`config.mk`:
```
export PLATFORM = sky130hd
export DESIGN_NAME = spi_byte_master_flat
export DESIGN_NICKNAME = d
export VERILOG_FILES = /design/src/rtl/spi_pkg.sv /design/src/rtl/spi_byte_master_if.sv /design/src/rtl/spi_clk_gen.sv /design/src/rtl/spi_byte_master.sv /design/src/flat_wrapper.sv
export SDC_FILE = /design/constraint.sdc
export NUM_CORES = 1
export LEC_CHECK = 0
export CAP_MARGIN = 15
export CORE_ASPECT_RATIO = 2
export CORE_MARGIN = 3
export CORE_UTILIZATION = 59
export DETAILED_ROUTE_END_ITERATION = 10
export PLACE_DENSITY_LB_ADDON = 0.15
export SLEW_MARGIN = 20
export SYNTH_ARGS = -nofsm -noshare
export SYNTH_HDL_FRONTEND = slang
export SYNTH_SLANG_ARGS = --single-unit
```
`constraint.sdc`:
```
create_clock -name clk -period 2.6 [get_ports clk]
set_input_delay 0.39 -clock clk [delete_from_list [all_inputs] [get_ports clk]]
set_output_delay 0.39 -clock clk [all_outputs]
set_load 0.02 [all_outputs]
```
`src/rtl/spi_pkg.sv`:
```
// Shared constants and state encoding for the SPI byte master.
package spi_pkg;

  localparam int unsigned SPI_CPOL_BIT = 1;
  localparam int unsigned SPI_CPHA_BIT = 0;
  localparam int unsigned SPI_EDGES    = 16;

  typedef enum logic [0:0] {
    StIdle,
    StShift
  } spi_state_e;

endpackage

```
`src/rtl/spi_byte_master_if.sv`:
```
// Byte handshake between the command processor (master) and the SPI engine (slave).
interface spi_byte_master_if;

  logic [7:0] spitx;
  logic       spitxdv;
  logic       spitxready;
  logic [7:0] spirx;
  logic       spirxdv;

  modport master (
    output spitx,
    output spitxdv,
    input  spitxready,
    input  spirx,
    input  spirxdv
  );

  modport slave (
    input  spitx,
    input  spitxdv,
    output spitxready,
    output spirx,
    output spirxdv
  );

endinterface

```
`src/rtl/spi_clk_gen.sv`:
```
// SCLK generator: half-bit counter, SCLK register and edge counter, with one-cycle
// strobes marking the clk edge on which each SCLK transition happens.
module spi_clk_gen
  import spi_pkg::*;
#(
  parameter int unsigned CLKS_PER_HALF_BIT = 2,
  parameter bit          CPOL              = 1'b0
) (
  input  logic clk,
  input  logic rstn,
  input  logic start,
  input  logic active,
  output logic sclk,
  output logic lead_stb,
  output logic trail_stb,
  output logic done
);

  localparam logic [7:0] HalfTc   = 8'(CLKS_PER_HALF_BIT - 1);
  localparam logic [4:0] LastEdge = 5'(SPI_EDGES - 1);

  logic [7:0] half_cnt_q, half_cnt_d;
  logic [4:0] edge_cnt_q, edge_cnt_d;
  logic       sclk_q, sclk_d;
  logic       tc;

  always_comb begin
    tc        = active && (half_cnt_q == HalfTc);
    // edge_cnt_q is the number of edges already made, so an even count means a leading edge
    lead_stb  = tc && !edge_cnt_q[0];
    trail_stb = tc && edge_cnt_q[0];
    done      = tc && (edge_cnt_q == LastEdge);

    half_cnt_d = half_cnt_q;
    edge_cnt_d = edge_cnt_q;
    sclk_d     = sclk_q;
    if (start) begin
      half_cnt_d = 8'd0;
      edge_cnt_d = 5'd0;
      sclk_d     = CPOL;
    end else if (tc) begin
      half_cnt_d = 8'd0;
      edge_cnt_d = edge_cnt_q + 5'd1;
      sclk_d     = ~sclk_q;
    end else if (active) begin
      half_cnt_d = half_cnt_q + 8'd1;
    end
  end

  always_ff @(posedge clk or negedge rstn) begin
    if (!rstn) begin
      half_cnt_q <= 8'd0;
      edge_cnt_q <= 5'd0;
      sclk_q     <= CPOL;
    end else begin
      half_cnt_q <= half_cnt_d;
      edge_cnt_q <= edge_cnt_d;
      sclk_q     <= sclk_d;
    end
  end

  assign sclk = sclk_q;

endmodule

```
`src/rtl/spi_byte_master.sv`:
```
// Full-duplex 8-bit SPI master, MSB first, one transfer per accepted byte.
// Build option SPI_LOOPBACK_EN samples the internal MOSI register instead of spi_miso.
module spi_byte_master
  import spi_pkg::*;
#(
  parameter int unsigned CLKS_PER_HALF_BIT = 2,
  parameter int unsigned SPI_MODE          = 0
) (
  input  logic               clk,
  input  logic               rstn,
  spi_byte_master_if.slave   bus,
  output logic               spi_sclk,
  output logic               spi_mosi,
  input  logic               spi_miso
);

  localparam logic [1:0] ModeBits = 2'(SPI_MODE);
  localparam bit         Cpol     = ModeBits[SPI_CPOL_BIT];
  localparam bit         Cpha     = ModeBits[SPI_CPHA_BIT];

  spi_state_e state_q, state_d;

  logic       accept, active;
  logic       lead_stb, trail_stb, done;
  logic       sample_stb, drive_stb, sample_src;
  logic [7:0] rx_shift;

  logic [7:0] tx_q, tx_d;
  logic [7:0] rx_q, rx_d;
  logic       mosi_q, mosi_d;
  logic [7:0] spirx_q, spirx_d;
  logic       spirxdv_q, spirxdv_d;
  logic       ready_q, ready_d;

  always_ff @(posedge clk or negedge rstn) begin
    if (!rstn) begin
      state_q <= StIdle;
    end else begin
      state_q <= state_d;
    end
  end

  always_comb begin
    state_d = state_q;
    unique case (state_q)
      StIdle:  if (bus.spitxdv) state_d = StShift;
      StShift: if (done)        state_d = StIdle;
      default: state_d = StIdle;
    endcase
  end

  spi_clk_gen #(
    .CLKS_PER_HALF_BIT (CLKS_PER_HALF_BIT),
    .CPOL              (Cpol)
  ) u_clk_gen (
    .clk       (clk),
    .rstn      (rstn),
    .start     (accept),
    .active    (active),
    .sclk      (spi_sclk),
    .lead_stb  (lead_stb),
    .trail_stb (trail_stb),
    .done      (done)
  );

`ifdef SPI_LOOPBACK_EN
  logic unused_miso;
  assign unused_miso = spi_miso;
  assign sample_src  = mosi_q;
`else
  assign sample_src  = spi_miso;
`endif

  always_comb begin
    accept     = (state_q == StIdle) && bus.spitxdv;
    active     = (state_q == StShift);
    sample_stb = Cpha ? trail_stb : lead_stb;
    drive_stb  = Cpha ? lead_stb : trail_stb;
    rx_shift   = sample_stb ? {rx_q[6:0], sample_src} : rx_q;

    tx_d      = tx_q;
    rx_d      = rx_shift;
    mosi_d    = mosi_q;
    spirx_d   = spirx_q;
    spirxdv_d = 1'b0;
    ready_d   = (state_d == StIdle);

    if (accept) begin
      // CPHA=0 presents bit7 immediately, so the shifter starts one bit ahead
      tx_d   = Cpha ? bus.spitx : {bus.spitx[6:0], 1'b0};
      rx_d   = 8'h00;
      mosi_d = Cpha ? 1'b0 : bus.spitx[7];
    end else if (done) begin
      mosi_d    = 1'b0;
      spirx_d   = rx_shift;
      spirxdv_d = 1'b1;
    end else if (drive_stb) begin
      mosi_d = tx_q[7];
      tx_d   = {tx_q[6:0], 1'b0};
    end
  end

  always_ff @(posedge clk or negedge rstn) begin
    if (!rstn) begin
      tx_q      <= 8'h00;
      rx_q      <= 8'h00;
      mosi_q    <= 1'b0;
      spirx_q   <= 8'h00;
      spirxdv_q <= 1'b0;
      ready_q   <= 1'b1;
    end else begin
      tx_q      <= tx_d;
      rx_q      <= rx_d;
      mosi_q    <= mosi_d;
      spirx_q   <= spirx_d;
      spirxdv_q <= spirxdv_d;
      ready_q   <= ready_d;
    end
  end

  assign spi_mosi       = mosi_q;
  assign bus.spitxready = ready_q;
  assign bus.spirx      = spirx_q;
  assign bus.spirxdv    = spirxdv_q;

endmodule

```
`src/flat_wrapper.sv`:
```
// flat-port wrapper written by rule: the top's interface ports become plain ports
module spi_byte_master_flat import spi_pkg::*;
#(
  parameter int unsigned CLKS_PER_HALF_BIT = 2,
  parameter int unsigned SPI_MODE          = 0
)
  (clk, rstn, spi_sclk, spi_mosi, spi_miso, bus_spitx, bus_spitxdv, bus_spitxready, bus_spirx, bus_spirxdv);
  spi_byte_master_if bus_i ();
  input  logic clk;
  input  logic rstn;
  output logic spi_sclk;
  output logic spi_mosi;
  input  logic spi_miso;
  input wire logic [$bits(bus_i.spitx)-1:0] bus_spitx;
  input wire logic [$bits(bus_i.spitxdv)-1:0] bus_spitxdv;
  output wire logic [$bits(bus_i.spitxready)-1:0] bus_spitxready;
  output wire logic [$bits(bus_i.spirx)-1:0] bus_spirx;
  output wire logic [$bits(bus_i.spirxdv)-1:0] bus_spirxdv;
  assign bus_i.spitx = bus_spitx;
  assign bus_i.spitxdv = bus_spitxdv;
  assign bus_spitxready = bus_i.spitxready;
  assign bus_spirx = bus_i.spirx;
  assign bus_spirxdv = bus_i.spirxdv;
  spi_byte_master #(.CLKS_PER_HALF_BIT(CLKS_PER_HALF_BIT), .SPI_MODE(SPI_MODE)) u_core (.clk(clk), .rstn(rstn), .bus(bus_i), .spi_sclk(spi_sclk), .spi_mosi(spi_mosi), .spi_miso(spi_miso));
endmodule
```
==> results.json <==
{
  "dp_cells": 232,
  "worst_hold_slack_ns": 0.203,
  "syn-mean-instance-area_sq_um": 10.9,
  "cts.clk_slew.worst_paths_ns": 0.08,
  "start_util_pct": 62.0,
  "r2r-start": "u_core.u_clk_gen.half_cnt_q[1]",
  "p_per_area_mw_per_mm2": 993,
  "postCtsSetupRepairBufs": 0,
  "vias": 1413,
  "clk_latency_ns": 0.30,
  "port_buffers": 23,
  "fin_total_pwr_mw": 2.32,
  "startpoint_type": "flop",
  "yosys.area_share.simple_pct": 16.5,
  "htree_levels": 2,
  "grt_antenna_before_repair": 0,
  "crit_chain": "inv_1 -> ha_1 -> or4b_4 -> nor2_4 -> a21oi_4 -> mux2_4",
  "syn_inst": 184,
  "numCtsBuffers": 5,
  "via_per_inst": 5.89,
  "cp_slowest_cell": "or4b_4",
  "gr-usage-all-layers_pct": 21.9,
  "grt_max_degree": 42,
  "cts.sinks": 41,
  "ys_ff_latch": 41,
  "overflow": 0,
  "drive_gt1_share_pct": 14.4,
  "grt_setup_unrepaired": "false",
  "rows": 29,
  "die_h_um": 88.4,
  "ant_nets": 0,
  "wire_per_inst_um": 16.3,
  "cts_resized": 0,
  "worst_slew_pin_slew_ns": 0.884,
  "period_share_pct": 80.0,
  "p_leak_nw": 1.06,
  "fillers": 225,
  "critical_path.max_stage_delay_ns": 0.50,
  "core-area_sq_mm": 0.00323,
  "slew_viol_final": 0,
  "instances_no_fill": 240,
  "max_freq_mhz": 481,
  "synth_xor_area_share_pct": 2.19,
  "syn_area_sq_mm": 0.00200,
  "clockBufferDepth": 2,
  "synth_fa_ha_area_share_pct": 2.50,
  "ys_types": 32,
  "hold_class": "in2async",
  "pin_count": 24,
  "hold_viol_final": 0,
  "nets": 224,
  "fin_setup_tns_ns": 0,
  "vdd_drop_max_uv": 628,
  "grt_pass1_vias": 1468,
  "drc": 0,
  "worst_ep_arrival_time_ns": 2.26,
  "finClkSkew_ns": 0.00632,
  "ys_warn_count": 0,
  "synth_nets": 200,
  "period_needed_ns": 2.08,
  "drtIter0Drc": 17,
  "grt_pass1_wl_um": 6460,
  "synth.area.mux_share_pct": 13.5,
  "area_growth_pct": 16.8,
  "crit_required_ns": 2.78,
  "setup_viol": 0,
  "synth_top_family_by_area": "simple AND/OR/NAND/NOR gates",
  "outcome": "finished clean",
  "gp_congestion": 0.808,
  "synth-compound-area-share_pct": 9.44,
  "cts_tree": "done",
  "reg2reg_depth": 6,
  "ys_seq_area_share_pct": 51.3,
  "worst-path-max-fanout": 13,
  "cts_root_buf": "clkbuf_8",
  "drt_pass1_iterations": 4,
  "drv_cap": 0,
  "diodes": 0,
  "crit_start": "u_core.u_clk_gen.half_cnt_q[1]",
  "crit_path_end_kind": "flop",
  "post-dp-hpwl_um": 2840,
  "routed_wl_um": 3920,
  "ctsHoldBuffers": 0,
  "die_area_sq_mm": 0.00417,
  "relSlewSlack_pct": 41.1,
  "path_class": "reg2reg",
  "fp.dieW_um": 47.2
}
-- layout make-up --
type / instances / area (sq um) / share of cell area, %
Clock buffer: 6 / 82.6 / 3.54
Clock inverter: 2 / 37.5 / 1.61
Inverter: 7 / 26.3 / 1.12
Multi-Input combinational cell: 128 / 883 / 37.8
Sequential cell: 41 / 1030 / 44.0
Tap cell: 31 / 38.8 / 1.66
Timing Repair Buffer: 25 / 240 / 10.3
-- path summary, 6_finish.rpt --
check	slack (ns)	end
max in group asynchronous	1.84	u_core.tx_q[4]
min in group clk	0.49	u_core.u_clk_gen.edge_cnt_q[3]
min reg2reg	0.49	u_core.u_clk_gen.edge_cnt_q[3]
min	0.20	u_core.u_clk_gen.half_cnt_q[0]
max reg2reg	0.52	u_core.tx_q[6]
max	0.52	u_core.tx_q[6]
-- state kept, by name, indices dropped and copies added, names as in the netlist --
signal	cells
u_core.u_clk_gen.half_cnt_q	8
u_core.active	1
u_core.rx_q	8
u_core.u_clk_gen.edge_cnt_q	5
u_core.spi_mosi	1
u_core.bus.spitxready	1
u_core.bus.spirxdv	1
u_core.bus.spirx	8
u_core.tx_q	7
u_core.u_clk_gen.sclk	1
-- where the power goes --
part,switching (mW),internal [mW],total (mW)
clock network,0.223,0.312,0.535
registers,0.187,0.853,1.04
logic,0.371,0.374,0.744
total,0.780,1.54,2.32
-- metal layers --
layer / global-route usage [%] / part of all wire [%] / wire, um
met2: 38.3 / 56 / 2180
met3: 5.09 / 2.4 / 96
met4: 9.32 / 2.5 / 97
met1: 24.2 / 39 / 1550
met5: 0 / 0 / 0
-- cell usage after synthesis --
master,instances,area [sq um]
dfstp_2,1,26.3
nand4_1,4,25.0
a21o_1,1,7.51
buf_4,1,7.51
and3_1,3,18.8
and2b_2,1,8.76
mux2i_1,18,180
or3_1,2,12.5
xor2_1,5,43.8
nor3_2,1,10.0
a31oi_1,2,12.5
nor2_1,17,63.8
or2_2,1,6.26
buf_1,1,3.75
a21oi_4,1,16.3
nor2_4,1,11.3
inv_1,7,26.3
nand2_1,23,86.3
ha_1,4,50.1
buf_6,4,45.0
o21ai_0,8,40.0
or4b_4,2,27.5
dfrtp_1,40,1000
or2b_2,1,8.76
o22ai_1,2,12.5
nor2_2,1,6.26
a22o_2,1,10.0
mux2_4,6,90.1
nand3_1,3,15.0
nor4b_2,2,30.0
a21oi_1,18,90.1
clkbuf_1,2,7.51
-- stage by stage --
step                instance area (sq um)  setup WS [ns]  util, %
global placement                     2220          0.484     68.6
detailed placement                   2220          0.398     68.6
CTS                                  2340          0.515     72.3
global route                         2340          0.434     72.3
finish                               2340          0.519     72.3
floorplan                            2000          0.854        -
-- worst max-delay path: cells and delay by family, from the launching register on --
family                   cells  cell delay (ns)
flip-flops                   1             0.40
adder cells (fa/ha/maj)      1             0.16
AND/OR/NAND/NOR              2             0.82
multiplexers                 1             0.34
buffers and inverters        1             0.08
AO/OA/AOI/OAI                1             0.17
-- layout by cell type, fill, tap and decap left out, types with 6 or more instances in the layout --
cell,Yosys,routed
dfrtp_1,40,40
nand2_1,23,23
clkdlybuf4s50_1,0,22
mux2i_1,18,18
a21oi_1,18,18
nor2_1,17,17
o21ai_0,8,8
inv_1,7,7
mux2_4,6,6
clkbuf_8,0,6
-- cells by family (layout without fill, tap and decap cells) --
kind of cell	count (synthesis)	after routing
buffers and inverters	15	40
multiplexers	24	24
AO/OA/AOI/OAI	33	33
AND/OR/NAND/NOR	62	62
XOR/XNOR	5	5
adder cells (fa/ha/maj)	4	4
flip-flops	41	41
Power figures use the tool's default switching activity.
